`config.mk`:
```
export PLATFORM = sky130hd
export DESIGN_NAME = control_unit_mc_flat
export DESIGN_NICKNAME = d
export VERILOG_FILES = /design/src/rtl/cu_pkg.sv /design/src/rtl/control_unit_mc_if.sv /design/src/rtl/cu_timeout_ctr.sv /design/src/rtl/control_unit_mc.sv /design/src/flat_wrapper.sv
export SDC_FILE = /design/constraint.sdc
export NUM_CORES = 1
export LEC_CHECK = 0
export CORE_MARGIN = 1
export CORE_UTILIZATION = 44
export CTS_CLUSTER_SIZE = 24
export DETAILED_ROUTE_END_ITERATION = 7
export PLACE_DENSITY = 0.77
export SKIP_CTS_REPAIR_TIMING = 1
export SYNTH_ARGS = -nofsm -noshare
export SYNTH_HDL_FRONTEND = slang
export SYNTH_SLANG_ARGS = --single-unit
```
`constraint.sdc`:
```
create_clock -name clk -period 3.5 [get_ports clk]
set_input_delay 0.7 -clock clk [delete_from_list [all_inputs] [get_ports clk]]
set_output_delay 0.7 -clock clk [all_outputs]
set_load 0.03 [all_outputs]
```
`src/rtl/cu_pkg.sv`:
```
// cu_pkg: opcodes, state encoding and datapath select codes shared by the control unit.
package cu_pkg;
    localparam logic [3:0] OP_ALU     = 4'h0;
    localparam logic [3:0] OP_ALU_IMM = 4'h1;
    localparam logic [3:0] OP_LOAD    = 4'h2;
    localparam logic [3:0] OP_STORE   = 4'h3;
    localparam logic [3:0] OP_BR      = 4'h4;
    localparam logic [3:0] OP_BMI     = 4'h5;
    localparam logic [3:0] OP_BPL     = 4'h6;
    localparam logic [3:0] OP_BZ      = 4'h7;
    localparam logic [3:0] OP_MOVE    = 4'h8;
    localparam logic [3:0] OP_CMOV    = 4'h9;
    localparam logic [3:0] OP_BAD     = 4'hA;
    localparam logic [3:0] OP_NOP     = 4'hE;
    localparam logic [3:0] OP_HALT    = 4'hF;

    localparam logic [2:0] S_FETCH     = 3'd0;
    localparam logic [2:0] S_DECODE    = 3'd1;
    localparam logic [2:0] S_EXECUTE   = 3'd2;
    localparam logic [2:0] S_MEM_WAIT  = 3'd3;
    localparam logic [2:0] S_WRITEBACK = 3'd4;
    localparam logic [2:0] S_HALTED    = 3'd5;
    localparam logic [2:0] S_FAULT     = 3'd6;

    typedef enum logic [1:0] {DS_ALU = 2'b00, DS_MEM = 2'b01, DS_CMOV = 2'b10} datasel_e;
    typedef enum logic [2:0] {BR_NONE, BR_BR, BR_BMI, BR_BPL, BR_BZ} branch_e;

    // Branch opcodes 4..7 map onto branch codes 1..4.
    function automatic logic [2:0] branch_code(input logic [3:0] op);
        return 3'(op - 4'd3);
    endfunction
endpackage

```
`src/rtl/control_unit_mc_if.sv`:
```
// control_unit_mc_if: handshake, opcode and strobe bundle between the control unit and the datapath.
interface control_unit_mc_if #(parameter int OP_W = 4, parameter int CNT_W = 16);
    logic            cont, imem_ready, dmem_ready;
    logic [OP_W-1:0] op_code;
    logic            imem_req, ir_load, loadPC, writeReg, MemEn, MemWen, IMMsel, halted, fault;
    logic [1:0]      DataSel;
    logic [2:0]      BRANCH, state_o;
    logic [CNT_W-1:0] instr_count;

    modport slave (
        input  cont, op_code, imem_ready, dmem_ready,
        output imem_req, ir_load, loadPC, writeReg, MemEn, MemWen, IMMsel, DataSel, BRANCH,
               halted, fault, state_o, instr_count
    );
    modport master (
        output cont, op_code, imem_ready, dmem_ready,
        input  imem_req, ir_load, loadPC, writeReg, MemEn, MemWen, IMMsel, DataSel, BRANCH,
               halted, fault, state_o, instr_count
    );
endinterface

```
`src/rtl/cu_timeout_ctr.sv`:
```
// cu_timeout_ctr: counts data-memory wait cycles and flags the last allowed one.
module cu_timeout_ctr #(parameter int MEM_TIMEOUT = 15) (
    input  logic clk,
    input  logic reset,
    input  logic clr_i,
    input  logic en_i,
    output logic expire_o
);
    localparam int W = MEM_TIMEOUT < 2 ? 1 : $clog2(MEM_TIMEOUT);
    localparam logic [W-1:0] LAST = W'(MEM_TIMEOUT == 0 ? 0 : MEM_TIMEOUT - 1);

    logic [W-1:0] cnt_q;

    always_ff @(posedge clk or posedge reset)
        if (reset) cnt_q <= '0;
        else if (clr_i) cnt_q <= '0;
        else if (en_i) cnt_q <= cnt_q + 1'b1;

    assign expire_o = MEM_TIMEOUT != 0 && cnt_q == LAST;
endmodule

```
`src/rtl/control_unit_mc.sv`:
```
// control_unit_mc: multi-cycle FETCH/DECODE/EXECUTE/WRITEBACK sequencer with memory waits,
// timeout fault, edge-resumed HALT and a retired-instruction counter.
module control_unit_mc
    import cu_pkg::*;
#(
    parameter int OP_W         = 4,
    parameter int CNT_W        = 16,
    parameter int MEM_TIMEOUT  = 15,
    parameter bit TRAP_ILLEGAL = 1
) (
    input logic clk,
    input logic reset,
    control_unit_mc_if.slave bus
);
    logic [2:0]       state_q, state_d;
    logic [OP_W-1:0]  op_q;
    logic             cont_q;
    logic [CNT_W-1:0] count_q;
    logic [3:0]       op;
    logic             is_mem, is_store, in_wait, expire;

    // Any set bit above the 4-bit opcode space makes the opcode illegal.
    assign op       = |(op_q >> 4) ? OP_BAD : op_q[3:0];
    assign is_store = op == OP_STORE;
    assign is_mem   = op == OP_LOAD || is_store;
    assign in_wait  = state_q == S_MEM_WAIT;

    cu_timeout_ctr #(.MEM_TIMEOUT(MEM_TIMEOUT)) u_timeout (
        .clk(clk),
        .reset(reset),
        .clr_i(!in_wait || bus.dmem_ready),
        .en_i(in_wait),
        .expire_o(expire)
    );

    always_comb begin
        state_d      = state_q;
        bus.imem_req = 1'b0;
        bus.ir_load  = 1'b0;
        bus.loadPC   = 1'b0;
        bus.writeReg = 1'b0;
        bus.MemEn    = 1'b0;
        bus.MemWen   = 1'b0;
        bus.IMMsel   = 1'b0;
        bus.DataSel  = DS_ALU;
        bus.BRANCH   = BR_NONE;
        bus.halted   = 1'b0;
        bus.fault    = 1'b0;
        case (state_q)
            S_FETCH: begin
                bus.imem_req = 1'b1;
                bus.ir_load  = bus.imem_ready;
                state_d      = bus.imem_ready ? S_DECODE : S_FETCH;
            end
            S_DECODE: state_d = S_EXECUTE;
            S_EXECUTE: begin
                state_d    = S_FETCH;
                bus.loadPC = 1'b1;
                case (op)
                    OP_ALU, OP_ALU_IMM, OP_MOVE, OP_CMOV: begin
                        bus.writeReg = 1'b1;
                        bus.IMMsel   = op == OP_ALU_IMM;
                        bus.DataSel  = op == OP_CMOV ? DS_CMOV : DS_ALU;
                    end
                    OP_BR, OP_BMI, OP_BPL, OP_BZ: begin
                        bus.IMMsel = 1'b1;
                        bus.BRANCH = branch_code(op);
                    end
                    OP_HALT: begin
                        bus.loadPC = 1'b0;
                        state_d    = S_HALTED;
                    end
                    OP_LOAD, OP_STORE, OP_NOP: ;
                    default: if (TRAP_ILLEGAL) begin
                        bus.loadPC = 1'b0;
                        state_d    = S_FAULT;
                    end
                endcase
            end
            S_MEM_WAIT: ;
            S_WRITEBACK: begin
                bus.writeReg = 1'b1;
                bus.DataSel  = DS_MEM;
                bus.loadPC   = 1'b1;
                state_d      = S_FETCH;
            end
            S_HALTED: begin
                bus.halted = 1'b1;
                bus.loadPC = bus.cont & ~cont_q;
                state_d    = bus.cont & ~cont_q ? S_FETCH : S_HALTED;
            end
            S_FAULT: bus.fault = 1'b1;
            default: state_d = S_FAULT;
        endcase
        // Memory access looks identical whether issued in EXECUTE or still waiting.
        if ((state_q == S_EXECUTE || in_wait) && is_mem) begin
            bus.MemEn  = 1'b1;
            bus.MemWen = is_store;
            bus.IMMsel = 1'b1;
            bus.loadPC = bus.dmem_ready && is_store;
            state_d    = bus.dmem_ready ? (is_store ? S_FETCH : S_WRITEBACK)
                                        : (in_wait && expire ? S_FAULT : S_MEM_WAIT);
        end
    end

    always_ff @(posedge clk or posedge reset)
        if (reset) begin
            state_q <= S_FETCH;
            op_q    <= OP_W'(OP_NOP);
            cont_q  <= 1'b0;
            count_q <= '0;
        end else begin
            state_q <= state_d;
            cont_q  <= bus.cont;
            if (state_q == S_DECODE) op_q <= bus.op_code;
            count_q <= count_q + CNT_W'(bus.loadPC);
        end

    assign bus.state_o     = state_q;
    assign bus.instr_count = count_q;
endmodule

```
`src/flat_wrapper.sv`:
```
// flat-port wrapper written by rule: the top's interface ports become plain ports
module control_unit_mc_flat import cu_pkg::*;
#(
    parameter int OP_W         = 4,
    parameter int CNT_W        = 16,
    parameter int MEM_TIMEOUT  = 15,
    parameter bit TRAP_ILLEGAL = 1
)
  (clk, reset, bus_cont, bus_op_code, bus_imem_ready, bus_dmem_ready, bus_imem_req, bus_ir_load, bus_loadPC, bus_writeReg, bus_MemEn, bus_MemWen, bus_IMMsel, bus_DataSel, bus_BRANCH, bus_halted, bus_fault, bus_state_o, bus_instr_count);
  control_unit_mc_if #(.OP_W(OP_W), .CNT_W(CNT_W)) bus_i ();
  input logic clk;
  input logic reset;
  input wire logic [$bits(bus_i.cont)-1:0] bus_cont;
  input wire logic [$bits(bus_i.op_code)-1:0] bus_op_code;
  input wire logic [$bits(bus_i.imem_ready)-1:0] bus_imem_ready;
  input wire logic [$bits(bus_i.dmem_ready)-1:0] bus_dmem_ready;
  output wire logic [$bits(bus_i.imem_req)-1:0] bus_imem_req;
  output wire logic [$bits(bus_i.ir_load)-1:0] bus_ir_load;
  output wire logic [$bits(bus_i.loadPC)-1:0] bus_loadPC;
  output wire logic [$bits(bus_i.writeReg)-1:0] bus_writeReg;
  output wire logic [$bits(bus_i.MemEn)-1:0] bus_MemEn;
  output wire logic [$bits(bus_i.MemWen)-1:0] bus_MemWen;
  output wire logic [$bits(bus_i.IMMsel)-1:0] bus_IMMsel;
  output wire logic [$bits(bus_i.DataSel)-1:0] bus_DataSel;
  output wire logic [$bits(bus_i.BRANCH)-1:0] bus_BRANCH;
  output wire logic [$bits(bus_i.halted)-1:0] bus_halted;
  output wire logic [$bits(bus_i.fault)-1:0] bus_fault;
  output wire logic [$bits(bus_i.state_o)-1:0] bus_state_o;
  output wire logic [$bits(bus_i.instr_count)-1:0] bus_instr_count;
  assign bus_i.cont = bus_cont;
  assign bus_i.op_code = bus_op_code;
  assign bus_i.imem_ready = bus_imem_ready;
  assign bus_i.dmem_ready = bus_dmem_ready;
  assign bus_imem_req = bus_i.imem_req;
  assign bus_ir_load = bus_i.ir_load;
  assign bus_loadPC = bus_i.loadPC;
  assign bus_writeReg = bus_i.writeReg;
  assign bus_MemEn = bus_i.MemEn;
  assign bus_MemWen = bus_i.MemWen;
  assign bus_IMMsel = bus_i.IMMsel;
  assign bus_DataSel = bus_i.DataSel;
  assign bus_BRANCH = bus_i.BRANCH;
  assign bus_halted = bus_i.halted;
  assign bus_fault = bus_i.fault;
  assign bus_state_o = bus_i.state_o;
  assign bus_instr_count = bus_i.instr_count;
  control_unit_mc #(.OP_W(OP_W), .CNT_W(CNT_W), .MEM_TIMEOUT(MEM_TIMEOUT), .TRAP_ILLEGAL(TRAP_ILLEGAL)) u_core (.clk(clk), .reset(reset), .bus(bus_i));
endmodule
```
==> flow_metrics.py, run 1 <==
metrics = {
    "status": {
        "status": "finished, final reports clean",
    },
    "clock_tree": {
        "clk_latency_ns": 0.32,
        "numClockSinks": 28,
        "cts_buffers": 3,
        "cts_tree": "built",
        "path_clk_slew_ns": 0.15,
        "h-tree-depth": 1,
        "clock_path_buffers": 2,
        "cts_root_buffer": "clkbuf_4",
    },
    "global_route": {
        "grt_overflow": 0,
        "grt_antenna_before_repair": 0,
        "grtUsageTotal_pct": 19.3,
        "grt_max_degree": 29,
        "grt_pass1_wl_um": 5370,
        "grt_pass1_vias": 1223,
    },
    "placed_design": {
        "hpwlAfterDp_um": 2380,
        "place_ws_ns": 0.500,
        "port-buffer-count": 41,
        "gp_congestion": 0.867,
    },
    "synthesis": {
        "synthAdderAreaFrac_pct": 6.48,
        "synth_top_family_by_area": "simple AND/OR/NAND/NOR gates",
        "syn_area_per_cell_um2": 10.5,
        "synth_top_area_cell": "dfrtp_1",
        "synth_cell_types": 42,
        "synth_ff_type": "dfrtp_1",
        "synth-simple-area-share_pct": 26.7,
        "ys_seq_area_share_pct": 45.6,
        "synth.top_cell.area_share_pct": 40.5,
        "yosys-top-cells-area": "dfrtp_1 (41%), ha_1 (6.5%), dfstp_2 (5.1%), xnor2_1 (4.5%), xor2_1 (4.5%)",
        "synth_most_common_cell": "dfrtp_1",
        "synth_nets": 164,
        "synth_xor_area_share_pct": 9.08,
        "ys.warnings.count": 0,
        "async_flop_share_pct": 100,
        "netlist_instances": 147,
        "synth_edf_count": 0,
        "muxShareOfSynthArea_pct": 1.46,
        "syn-cell-area_um2": 1540,
        "synth-compound-area-share_pct": 7.70,
        "synthTopCellsByCount": "dfrtp_1 (25), nor2_1 (13), nand3_1 (9)",
        "ys_ff_latch": 28,
    },
    "critical_path": {
        "r2r_setup_slack_ns": 0.66,
        "worstPathMaxFanout": 4,
        "cp.required_ns": 2.80,
        "endpoint_kind": "primary output",
        "setup.worst_path.end": "bus_loadPC",
        "path_cells": "inv_1 > ha_1 > nor4b_1 > a211o_1 > nor3_2 > a221o_1 > clkdlybuf4s50_1",
        "cp-start-kind": "register",
        "cp_top_family": "buffers and inverters",
        "startpoint": "u_core.op[1]",
        "r2r-start": "u_core.op[1]",
        "worst-path-buf-inv": 2,
        "r2r_end": "u_core.bus.instr_count[12]",
        "cp_num_cells": 7,
        "max_stage_delay_ns": 0.60,
        "critical_path_class": "reg2out",
        "ff2ff_path_depth": 10,
        "arrival_ns": 2.68,
        "critPathSlowestCell": "clkdlybuf4s50_1",
    },
    "pwr": {
        "p_leak_uw": 0.000968,
        "p_per_area_nw_per_um2": 244,
        "power_uw": 495,
        "switchingPower_uw": 98.1,
        "comb_power_share_pct": 3.5,
        "switching_share_pct": 19.8,
        "pwr-share-seq_pct": 65.6,
        "p_int_uw": 396,
        "ir_worst_vdd_uv": 131,
        "p_clk_share_pct": 30.9,
    },
    "floorplanning": {
        "die_x_um": 61.2,
        "die_area_um2": 3750,
        "initial_utilization_pct": 46.3,
        "core-area_um2": 3340,
        "ios": 42,
        "rows": 21,
        "fp.dieH_um": 61.2,
    },
    "final_layout": {
        "drive_above_1_share_pct": 10.6,
        "syn_to_final_growth_pct": 31.4,
        "nFillCells": 294,
        "num-nets-final": 206,
        "diodes": 0,
    },
    "routing": {
        "vias_per_cell": 5.35,
        "antenna_left": 0,
        "vias": 1253,
        "drtIter0Drc": 34,
        "dr.pass1.iters": 4,
        "wl_um": 3230,
        "wl_per_cell_um": 13.8,
        "drc": 0,
    },
    "timing": {
        "hold_viol_final": 0,
        "max_freq_mhz": 296,
        "rsz0062_at_grt": "false",
        "clock_skew_ns": 0.0129,
        "min_period_ns": 3.38,
        "setup_tns_ns": 0,
        "min_period_over_period_pct": 96.5,
        "slew_headroom_pct": 31.1,
        "drv_slew": 0,
        "worstMarginPinSlew_ns": 1.03,
        "hold_ws_ns": 0.479,
        "setup_ws_ns": 0.122,
        "final-setup-viol-count": 0,
    },
    "min_path": {
        "whs_path_depth": 1,
        "worst_hold_path_type": "reg2reg",
    },
    "flow_run": {
        "cap_violations": 0,
    },
}
-- flip-flops by register name, indices dropped and copies added (netlist names) --
name and count:
u_core.bus.instr_count 16, u_core.bus.state_o 3, u_core.cont_q 1, u_core.op 4, u_core.u_timeout.cnt_q 4
-- cell type report --
cell class	count	area (um^2)	area share, %
tap	46	57.6	2.84
inverter	7	26.3	1.30
clock buffer	4	36.3	1.79
sequential	28	704	34.7
multi-input combinational	108	793	39.1
timing repair buffer	41	410	20.2
-- placed cells by master (no fill, tap or decap), types with 3 or more instances in the layout --
master            n
clkdlybuf4s50_1  41
dfrtp_1          25
nor2_1           13
nand3_1           9
xnor2_1           8
xor2_1            8
ha_1              8
and3_1            7
nand2_1           7
inv_1             6
nor3_1            6
nor3b_1           4
a21oi_1           4
nand4_1           3
a21o_1            3
o21ai_0           3
clkbuf_4          3
dfstp_2           3
-- cell families after synthesis --
| family | after synthesis |
|---|---|
| mux | 2 |
| simple gates | 65 |
| flops | 28 |
| fa+ha+maj | 8 |
| compound gates | 17 |
| buf+inv | 11 |
| xor+xnor | 16 |
-- worst min-delay path by stage --
stage / start / to / slack (ns)
after floorplan: u_core.u_timeout.cnt_q[0] / u_core.u_timeout.cnt_q[0] / 0.45
after global placement: u_core.bus.instr_count[15] / u_core.bus.instr_count[15] / 0.46
after detailed placement: u_core.bus.instr_count[15] / u_core.bus.instr_count[15] / 0.46
after CTS: u_core.bus.instr_count[15] / u_core.bus.instr_count[15] / 0.48
after global routing: u_core.bus.instr_count[15] / u_core.bus.instr_count[15] / 0.51
final: u_core.bus.instr_count[15] / u_core.bus.instr_count[15] / 0.48
-- power groups by stage --
| stage | clock (uW) | sequential (uW) | combinational (uW) |
|---|---|---|---|
| 6_report | 153 | 324 | 17.1 |
| 4_1_cts | 161 | 325 | 17.7 |
| 5_1_grt | 171 | 325 | 19.3 |
| 3_3_place_gp | 0 | 330 | 17.3 |
| 2_1_floorplan | 0 | 330 | 5.81 |
| 3_5_place_dp | 0 | 330 | 17.6 |
-- layer usage --
metal | wire (um) | vias up | track usage, %
met5 | 0 | - | 0
met4 | 41 | 0 | 7.79
met3 | 172 | 6 | 2.31
met2 | 1560 | 57 | 33.9
met1 | 1460 | 595 | 24.2
li1 | - | 595 | -
-- per-stage QoR --
step                std cells  util [%]  cell area, um^2
floorplan                 147         -             1540
global placement          230      59.7             1990
detailed placement        230      59.7             1990
CTS                       234      60.8             2030
global route              234      60.8             2030
finish                    234      60.8             2030
(Power assumes the default switching activity.)
==> run 2: changes to the inputs <==
GPL_TIMING_DRIVEN = 1   (was default)
==> results of run 2 <==
Same layout as run 1: the final DEF is identical, and so are final timing and power.
==> run 3: changes to the inputs <==
SLEW_MARGIN = 5   (was default)
==> results of run 3 <==
Same layout as run 1: the final DEF is identical, and so are final timing and power.
